`src/rtl/sum_operand_sequencer.sv`:
```
// Collects N serial operands, launches the K-cycle summer with a one-cycle start pulse,
// then returns the summer result and a flag that is set when it disagrees with a locally accumulated sum.
module sum_operand_sequencer #(
    parameter int N  = 10,
    parameter int W  = 5,
    parameter int K  = 4,
    parameter int RW = 10
) (
    input  logic            clk,
    input  logic            rst,
    input  logic            in_valid,
    output logic            in_ready,
    input  logic [W-1:0]    in_data,
    output logic [N*W-1:0]  op_flat,
    output logic            op_start,
    input  logic [RW-1:0]   sum_in,
    output logic            res_valid,
    input  logic            res_ready,
    output logic [RW-1:0]   res_data,
    output logic            res_mismatch
);

    localparam int IW = (N > 1) ? $clog2(N) : 1;
    localparam int CW = 4;

    typedef enum logic [1:0] {FILL, LAUNCH, WAIT, DONE} state_t;

    state_t                 state_q, state_d;
    logic [IW-1:0]          idx_q, idx_d;
    logic [RW-1:0]          acc_q, acc_d;
    logic [CW-1:0]          cnt_q, cnt_d;
    logic [N-1:0][W-1:0]    buf_q, buf_d;
    logic [RW-1:0]          res_data_q, res_data_d;
    logic                   res_mm_q, res_mm_d;

    always_ff @(posedge clk) begin
        if (rst) begin
            state_q    <= FILL;
            idx_q      <= '0;
            acc_q      <= '0;
            cnt_q      <= '0;
            buf_q      <= '0;
            res_data_q <= '0;
            res_mm_q   <= 1'b0;
        end else begin
            state_q    <= state_d;
            idx_q      <= idx_d;
            acc_q      <= acc_d;
            cnt_q      <= cnt_d;
            buf_q      <= buf_d;
            res_data_q <= res_data_d;
            res_mm_q   <= res_mm_d;
        end
    end

    always_comb begin
        state_d    = state_q;
        idx_d      = idx_q;
        acc_d      = acc_q;
        cnt_d      = cnt_q;
        buf_d      = buf_q;
        res_data_d = res_data_q;
        res_mm_d   = res_mm_q;
        case (state_q)
            FILL: begin
                if (in_valid) begin
                    buf_d[idx_q] = in_data;
                    acc_d        = acc_q + RW'(in_data);
                    if (idx_q == IW'(N - 1)) begin
                        idx_d   = '0;
                        state_d = LAUNCH;
                    end else begin
                        idx_d = idx_q + IW'(1);
                    end
                end
            end
            LAUNCH: begin
                cnt_d   = CW'(K);
                state_d = WAIT;
            end
            WAIT: begin
                // Count of 1 marks the cycle in which the summer output is valid.
                if (cnt_q == CW'(1)) begin
                    res_data_d = sum_in;
                    res_mm_d   = (sum_in != acc_q);
                    cnt_d      = '0;
                    state_d    = DONE;
                end else begin
                    cnt_d = cnt_q - CW'(1);
                end
            end
            DONE: begin
                if (res_ready) begin
                    acc_d   = '0;
                    state_d = FILL;
                end
            end
            default: state_d = FILL;
        endcase
    end

    assign op_flat      = buf_q;
    assign in_ready     = (state_q == FILL);
    assign op_start     = (state_q == LAUNCH);
    assign res_valid    = (state_q == DONE);
    assign res_data     = res_data_q;
    assign res_mismatch = res_mm_q;

endmodule

```
`config.mk`:
```
export PLATFORM = sky130hd
export DESIGN_NAME = sum_operand_sequencer
export DESIGN_NICKNAME = d
export VERILOG_FILES = /design/src/rtl/sum_operand_sequencer.sv
export SDC_FILE = /design/constraint.sdc
export NUM_CORES = 1
export LEC_CHECK = 0
export ABC_AREA = 1
export CORE_UTILIZATION = 50
export CTS_BUF_LIST = sky130_fd_sc_hd__clkbuf_4
export CTS_CLUSTER_DIAMETER = 40
export DETAILED_ROUTE_END_ITERATION = 8
export PLACE_DENSITY = 0.84
export SYNTH_ARGS = -nofsm -noshare
export SYNTH_HDL_FRONTEND = slang
export SYNTH_SLANG_ARGS = --single-unit
```
`constraint.sdc`:
```
create_clock -name clk -period 2.95 [get_ports clk]
set_input_delay 0.59 -clock clk [delete_from_list [all_inputs] [get_ports clk]]
set_output_delay 0.59 -clock clk [all_outputs]
set_load 0.02 [all_outputs]
```
Word-level counts from Yosys, hierarchy flattened

Cells that the tools add are included.

$add $sub $neg: 3
$lt $le $gt $ge: 2
Equal/unequal tests: 10
Muxes and demuxes: 14
Reduce and logical (&&, ||, !) cells: 8

Operators by type and width:

| operator              | count |
|---|---|
| $bwmux W50            | 1 |
| $demux W5 S4          | 1 |
| $mux W10              | 2 |
| $pmux W10 S2          | 1 |
| $add A10 B5 Y10       | 1 |
| $ne A10 B10 Y1        | 1 |
| $mux W2               | 4 |
| $mux W4               | 2 |
| $pmux W2 S4           | 1 |
| $pmux W4 S2           | 1 |
| $lt A4 B5 Y1 const B  | 1 |
| $mux W5               | 1 |
| $add A4 B1 Y4 const B | 1 |
| $eq A2 B2 Y1 const B  | 2 |
| $eq A4 B1 Y1 const B  | 1 |
| $eq A4 B4 Y1 const B  | 1 |
| $ge A4 B1 Y1 const B  | 1 |
| $ne A2 B1 Y1 const B  | 2 |
| $ne A2 B2 Y1 const B  | 2 |
| $reduce_and A2 Y1     | 2 |
| $reduce_and A4 Y1     | 1 |
| $reduce_bool A2 Y1    | 2 |
| $sub A4 B1 Y4 const B | 1 |
| $reduce_and A3 Y1     | 1 |
| 3 further kinds       | 3 |

Bits in registers: 81
Input port bits: 19
Output and inout bits: 64
Word-level logic and storage cells: 53

Depth between registers and ports, before layout

Gate-level depths: netlist of run 1.

Depth in word-level cells: 5
Gate-level depth with buffers: 11
Depth with buffers taken out: 11

Least setup slack after synthesis of run 1

Ideal clock, no wire load.

Path type: input to register
From: input in_data[1]
To: register acc_q[8]
Setup time: 0.113 ns
Arrival: 1.753 ns
Required time: 2.837 ns
Slack: 1.084 ns
Cell stages on the path: 9
Buffers on the path: 1
Cells stage by stage: clkbuf_1 -> inv_1 -> fa_1 -> inv_1 -> nand3_1 -> nand3_1 -> nand2_1 -> nor2_1 -> nor2_1

Word-level cells in the longest chain between the ends: 3

Ends and longest elaborated chain:

| what                   | line | RTL |
|---|---|---|
| start: declaration     | 13   | `input logic [W-1:0] in_data,` |
| $add A10 B5 Y10        | 68   | `acc_d = acc_q + RW'(in_data);` |
| $mux W10               | 66   | `if (in_valid) begin` |
| $pmux W10 S2           | 64   | `case (state_q)` |
| end signal: assignment | 40   | `acc_q <= '0;` |
| end signal: assignment | 48   | `acc_q <= acc_d;` |
| end: declaration       | 30   | `logic [RW-1:0] acc_q, acc_d;` |

No other way between the ends. The select of a mux whose other input is x is not followed.
A chain may end at the register's enable or synchronous reset.

Worst setup path after layout of run 1

From: register state_q[0]
To: output in_ready

Word-level cells in the longest chain between the ends: 1

Ends and longest elaborated chain:

| what                     | line | RTL |
|---|---|---|
| start: declaration       | 28   | `state_t state_q, state_d;` |
| start signal: assignment | 46   | `state_q <= state_d;` |
| $logic_not A2 Y1         | 103  | `assign in_ready = (state_q == FILL);` |
| end: declaration         | 12   | `output logic in_ready,` |

No other way between the ends.

==> flow_metrics.tcl, run 1 <==
set metrics [dict create \
    outcome "complete, no violations" \
    avgRoutedWirePerCell_um 12.4 \
    yosysTopAreaCellShare 0.443 \
    post_cts_resized 0 \
    crit_type "reg -> out" \
    worstPathArrival_ns 1.86 \
    crit_path_end_kind "output pin" \
    cts_buffer_depth 2 \
    timing.fmax_mhz 408 \
    overflow 0 \
    drt_iter0_drc 113 \
    fin_skew_ns 0.0120 \
    crit_family "buffers and inverters" \
    postLayoutCoreUtil 0.676 \
    fin_cells 666 \
    grt_usage 0.234 \
    synth_warnings 0 \
    postCtsSetupBuffers 0 \
    routed_via_density 4.98 \
    diodes 0 \
    fin_nets 596 \
    postCtsHoldBufs 0 \
    slew_violations 0 \
    report.power.total_w 0.00243 \
    drc 0 \
    cts_buffers 9 \
    setup_viol 0 \
    antenna_found_initial 0 \
    synth.net_count 515 \
    crit_fanout 6 \
    clkLatencyLatePin_ns 0.44 \
    synth_edf_count 0 \
    crit_chain "inv_1 -> ha_1 -> clkdlybuf4s50_1" \
    hold_path.class "reg -> reg" \
    root_buffer "clkbuf_4" \
    avgSynthCellArea_um2 7.56 \
    ys_top_cells_by_area "dfxtp_1 44%, a21oi_1 8.7%, inv_1 7.6%" \
    worstMarginPinSlew_ns 0.703 \
    max_stage_delay_ns 0.66 \
    vias 3316 \
    seq_area_frac_synth 0.443 \
    cp_slowest_cell "clkdlybuf4s50_1" \
    grt_first_pass_wirelength_um 14000 \
    ir_drop_mv 0.270 \
    port_buffers 82 \
    dpl.hpwl_um 6180 \
    ys_seq_elements 81 \
    io_pins 83 \
    clk_pin_slew_worst_paths_ns 0.13 \
    p_per_area_nw_per_um2 517 \
    start_util 0.527 \
    rsz0062_at_grt "no" \
    drv_cap 0 \
    grt_max_degree 36 \
    slew_headroom 0.530 \
    place_congestion 0.840 \
    setup-tns-final_ns 0 \
    synth.distinct_cells 28 \
    dp_cells 650 \
    period_needed_ns 2.45 \
    die_area_um2 7670 \
    final_antenna_net_count 0 \
    cp-start-kind "register" \
    yosys.area.top_type "dfxtp_1" \
    cts_tree "done" \
    ctsHtreeMaxLevel 3 \
    rows 30 \
    die_h_um 87.6 \
    cp.required_ns 2.36 \
    syn_inst 484 \
    finalCritPeriodShare 0.830 \
    drt-pass1-iter-count 5 \
    synthFlopType "dfxtp_1" \
    die_w_um 87.6 \
    syn_area_um2 3660 \
    timing.critical_path.buf_inv 2 \
    async_reset_ff_frac 0 \
    syn_to_final_growth_pct 28.2 \
    drive_gt1_frac 0.0772 \
    finalHoldViolations 0 \
    p_leak_nw 1.86 \
    wirelength_um 8290 \
    grt_pass1_vias 3130 \
    coreArea_um2 6940 \
    cts.sinks 81 \
]
per-stage QoR:
| step | setup slack (ns) | instance area, um^2 | hold slack, ns |
|---|---|---|---|
| 6_report | 0.501 | 4690 | 0.452 |
| 5_1_grt | 0.415 | 4690 | 0.465 |
| 4_1_cts | 0.482 | 4690 | 0.457 |
| 3_5_place_dp | 0.576 | 4550 | 0.438 |
| 3_3_place_gp | 0.684 | 4550 | 0.432 |
| 2_1_floorplan | 1.08 | 3660 | 0.454 |
cells by family (layout without fill, tap and decap cells):
group | count (synthesis) | count (layout) | synth area share
AO/OA/AOI/OAI | 123 | 123 | 0.171
XOR/XNOR | 11 | 11 | 0.0263
adder cells (fa/ha/maj) | 12 | 12 | 0.0431
buffers and inverters | 97 | 183 | 0.110
flip-flops | 81 | 81 | 0.443
AND/OR/NAND/NOR | 160 | 160 | 0.207
worst register-to-register path, cell delays in order (launching register included):
cell and delay [ns]:
dfxtp_1 0.36, inv_1 0.10, ha_1 0.23, inv_1 0.08, nor2_1 0.50, inv_1 0.34
nor3_1 0.22, a21oi_1 0.09
path summary, 6_finish.rpt:
check                                               from                   endpoint  slack [ns]  depth (start not counted)
worst max-delay path             state_q[0]$_SDFFE_PP0P_                   in_ready        0.50                          3
worst min-delay path            op_flat[34]$_SDFFE_PP0P_   op_flat[34]$_SDFFE_PP0P_        0.45                          2
worst max register to register   state_q[0]$_SDFFE_PP0P_  res_mismatch$_SDFFE_PP0P_        0.92                          7
worst min register to register  op_flat[34]$_SDFFE_PP0P_   op_flat[34]$_SDFFE_PP0P_        0.45                          2
power by group:
| part | leakage [nW] | switching, W | total (W) | internal [W] |
|---|---|---|---|---|
| clock | 0.0769 | 0.000409 | 0.000674 | 0.000265 |
| sequential | 0.656 | 0.0000555 | 0.00121 | 0.00116 |
| combinational | 1.12 | 0.000325 | 0.000539 | 0.000214 |
layout by cell type, fill, tap and decap left out, types with 2 or more instances in the layout:
cell	count
xor2_1	11
inv_6	2
nand2_2	3
nand3b_1	2
clkbuf_4	9
dfxtp_1	81
a21oi_1	64
nand2_1	62
o21ai_0	52
ha_1	11
nor2_4	2
inv_2	3
buf_4	8
o21ai_1	4
nor3_1	5
clkdlybuf4s50_1	82
nand3_2	9
clkinv_4	2
nor2_1	51
inv_1	74
nand3_1	22
nor2_8	2
registers in the layout, summed over array words and instances (netlist names):
register and cells:
op_flat 50, acc_q 10, res_data 10, cnt_q 4
idx_q 4, state_q 2, res_mismatch 1
layout make-up:
| class | instances | area [um^2] |
|---|---|---|
| fillers | 566 | 2250 |
| flip-flops and latches | 81 | 1620 |
| repair buffers | 90 | 881 |
| clock buffers | 9 | 67.6 |
| multi-input cells | 306 | 1640 |
| clock inverters | 7 | 77.6 |
| well taps | 96 | 120 |
| inverters | 77 | 289 |
Yosys cell counts (all sizes together), types with 2 or more instances:
library cell	number
clkbuf	13
nor2	56
inv	77
ha	11
nand3b	2
nand3	31
a21oi	64
o21ai	56
nor3	5
nand2	65
xor2	11
dfxtp	81
buf	7
layer usage:
metal	global-route usage	part of all wire	routed length, um
met4	0.101	0.011	93
met5	0	0	0
met2	0.397	0.47	3910
met3	0.0584	0.072	595
met1	0.283	0.44	3690
Power figures use the tool's default switching activity.
==> inputs of run 2 (changes only) <==
clock period = 2.55 ns   (was 2.95 ns; I/O delays follow)
==> flow_metrics.tcl, run 2 (synthesis results as in run 1) <==
set metrics [dict create \
    outcome "complete, no violations" \
    routed_via_density 4.99 \
    crit_family "buffers and inverters" \
    hold_path.class "reg -> reg" \
    clkLatencyLatePin_ns 0.43 \
    cts_buffer_depth 2 \
    cts_buffers 9 \
    coreArea_um2 6940 \
    ctsHtreeMaxLevel 3 \
    antenna_found_initial 0 \
    setup-tns-final_ns 0 \
    start_util 0.527 \
    worstMarginPinSlew_ns 0.462 \
    drive_gt1_frac 0.0787 \
    cts.sinks 81 \
    ir_drop_mv 0.430 \
    post_cts_resized 0 \
    place_congestion 0.849 \
    grt_max_degree 36 \
    overflow 0 \
    grt_usage 0.225 \
    fin_nets 598 \
    timing.fmax_mhz 421 \
    cp.required_ns 2.04 \
    crit_type "reg -> out" \
    rsz0062_at_grt "no" \
    drt-pass1-iter-count 4 \
    cts_tree "done" \
    port_buffers 82 \
    timing.critical_path.buf_inv 2 \
    drv_cap 0 \
    largest_register_ffs 50 \
    setup_viol 0 \
    cp_slowest_cell "clkdlybuf4s50_1" \
    die_h_um 87.6 \
    finalHoldViolations 0 \
    p_per_area_nw_per_um2 629 \
    final_cell_mix "82 x clkdlybuf4s50_1, 81 x dfxtp_1, 74 x inv_1" \
    drt_iter0_drc 108 \
    vias 3330 \
    crit_fanout 6 \
    crit_chain "inv_1 -> ha_1 -> clkdlybuf4s50_1" \
    postLayoutCoreUtil 0.684 \
    clk_pin_slew_worst_paths_ns 0.12 \
    syn_to_final_growth_pct 29.7 \
    rows 30 \
    drc 0 \
    nFillCells 590 \
    die_area_um2 7670 \
    die_w_um 87.6 \
    final_common_cell "clkdlybuf4s50_1" \
    hold_depth 2 \
    wirelength_um 8430 \
    slew_violations 0 \
    cp-start-kind "register" \
    io_pins 83 \
    crit_path_end_kind "output pin" \
    fin_skew_ns 0.0133 \
    postCtsHoldBufs 0 \
    diodes 0 \
    max_stage_delay_ns 0.66 \
    dpl.hpwl_um 6260 \
    slew_headroom 0.691 \
    finalCritPeriodShare 0.931 \
    crit_cells 3 \
    grt_pass1_vias 2999 \
    final_antenna_net_count 0 \
    period_needed_ns 2.37 \
    reg2regPathDepth 7 \
    postCtsSetupBuffers 0 \
    worstPathArrival_ns 1.86 \
    p_leak_nw 1.89 \
    avgRoutedWirePerCell_um 12.6 \
    root_buffer "clkbuf_4" \
    grt_first_pass_wirelength_um 13500 \
]
## run 2: per-stage QoR
step	power, W	instance area (um^2)	cells	setup slack, ns	hold WS (ns)
floorplan	0.00185	3660	484	0.764	0.454
global placement	0.00203	4560	652	0.374	0.433
detailed placement	0.00206	4560	652	0.305	0.439
CTS	0.00299	4750	668	0.173	0.458
global route	0.00313	4750	668	0.120	0.468
finish	0.00298	4750	668	0.176	0.454
## run 2: final cells by class
cell class / instances / area (um^2) / area share
Timing Repair Buffer: 92 / 896 / 0.189
Clock inverter: 7 / 116 / 0.0245
Multi-Input combinational cell: 306 / 1640 / 0.345
Inverter: 77 / 289 / 0.0609
Tap cell: 96 / 120 / 0.0253
Clock buffer: 9 / 67.6 / 0.0142
Sequential cell: 81 / 1620 / 0.342
## run 2: final timing paths
path                                                from                       end  slack, ns
worst max register to register   state_q[1]$_SDFFE_PP0P_  op_flat[22]$_SDFFE_PP0P_       0.57
worst min register to register  op_flat[10]$_SDFFE_PP0P_  op_flat[10]$_SDFFE_PP0P_       0.45
worst max-delay path             state_q[1]$_SDFFE_PP0P_                  in_ready       0.18
worst min-delay path            op_flat[10]$_SDFFE_PP0P_  op_flat[10]$_SDFFE_PP0P_       0.45
## run 2: power by group
| group | total (W) | internal [W] | switching, W |
|---|---|---|---|
| clock network | 0.000949 | 0.000497 | 0.000453 |
| registers | 0.00141 | 0.00134 | 0.0000647 |
| logic | 0.000630 | 0.000252 | 0.000378 |
| total | 0.00298 | 0.00209 | 0.000895 |
## run 2: worst min-delay path, cell delays in order, from the launching register on
cell and delay, ns:
dfxtp_1 0.33, inv_1 0.05, a21oi_1 0.05
## run 2: metal layers
layer  vias to the layer above  share of wire  routed length (um)  GRT usage
met4                         0          0.016                 139     0.0849
li1                       1711              -                   -          -
met1                      1505           0.45                3830      0.275
met3                        12          0.057                 479     0.0415
met2                       102           0.47                3980      0.395
met5                         -              0                   0          0
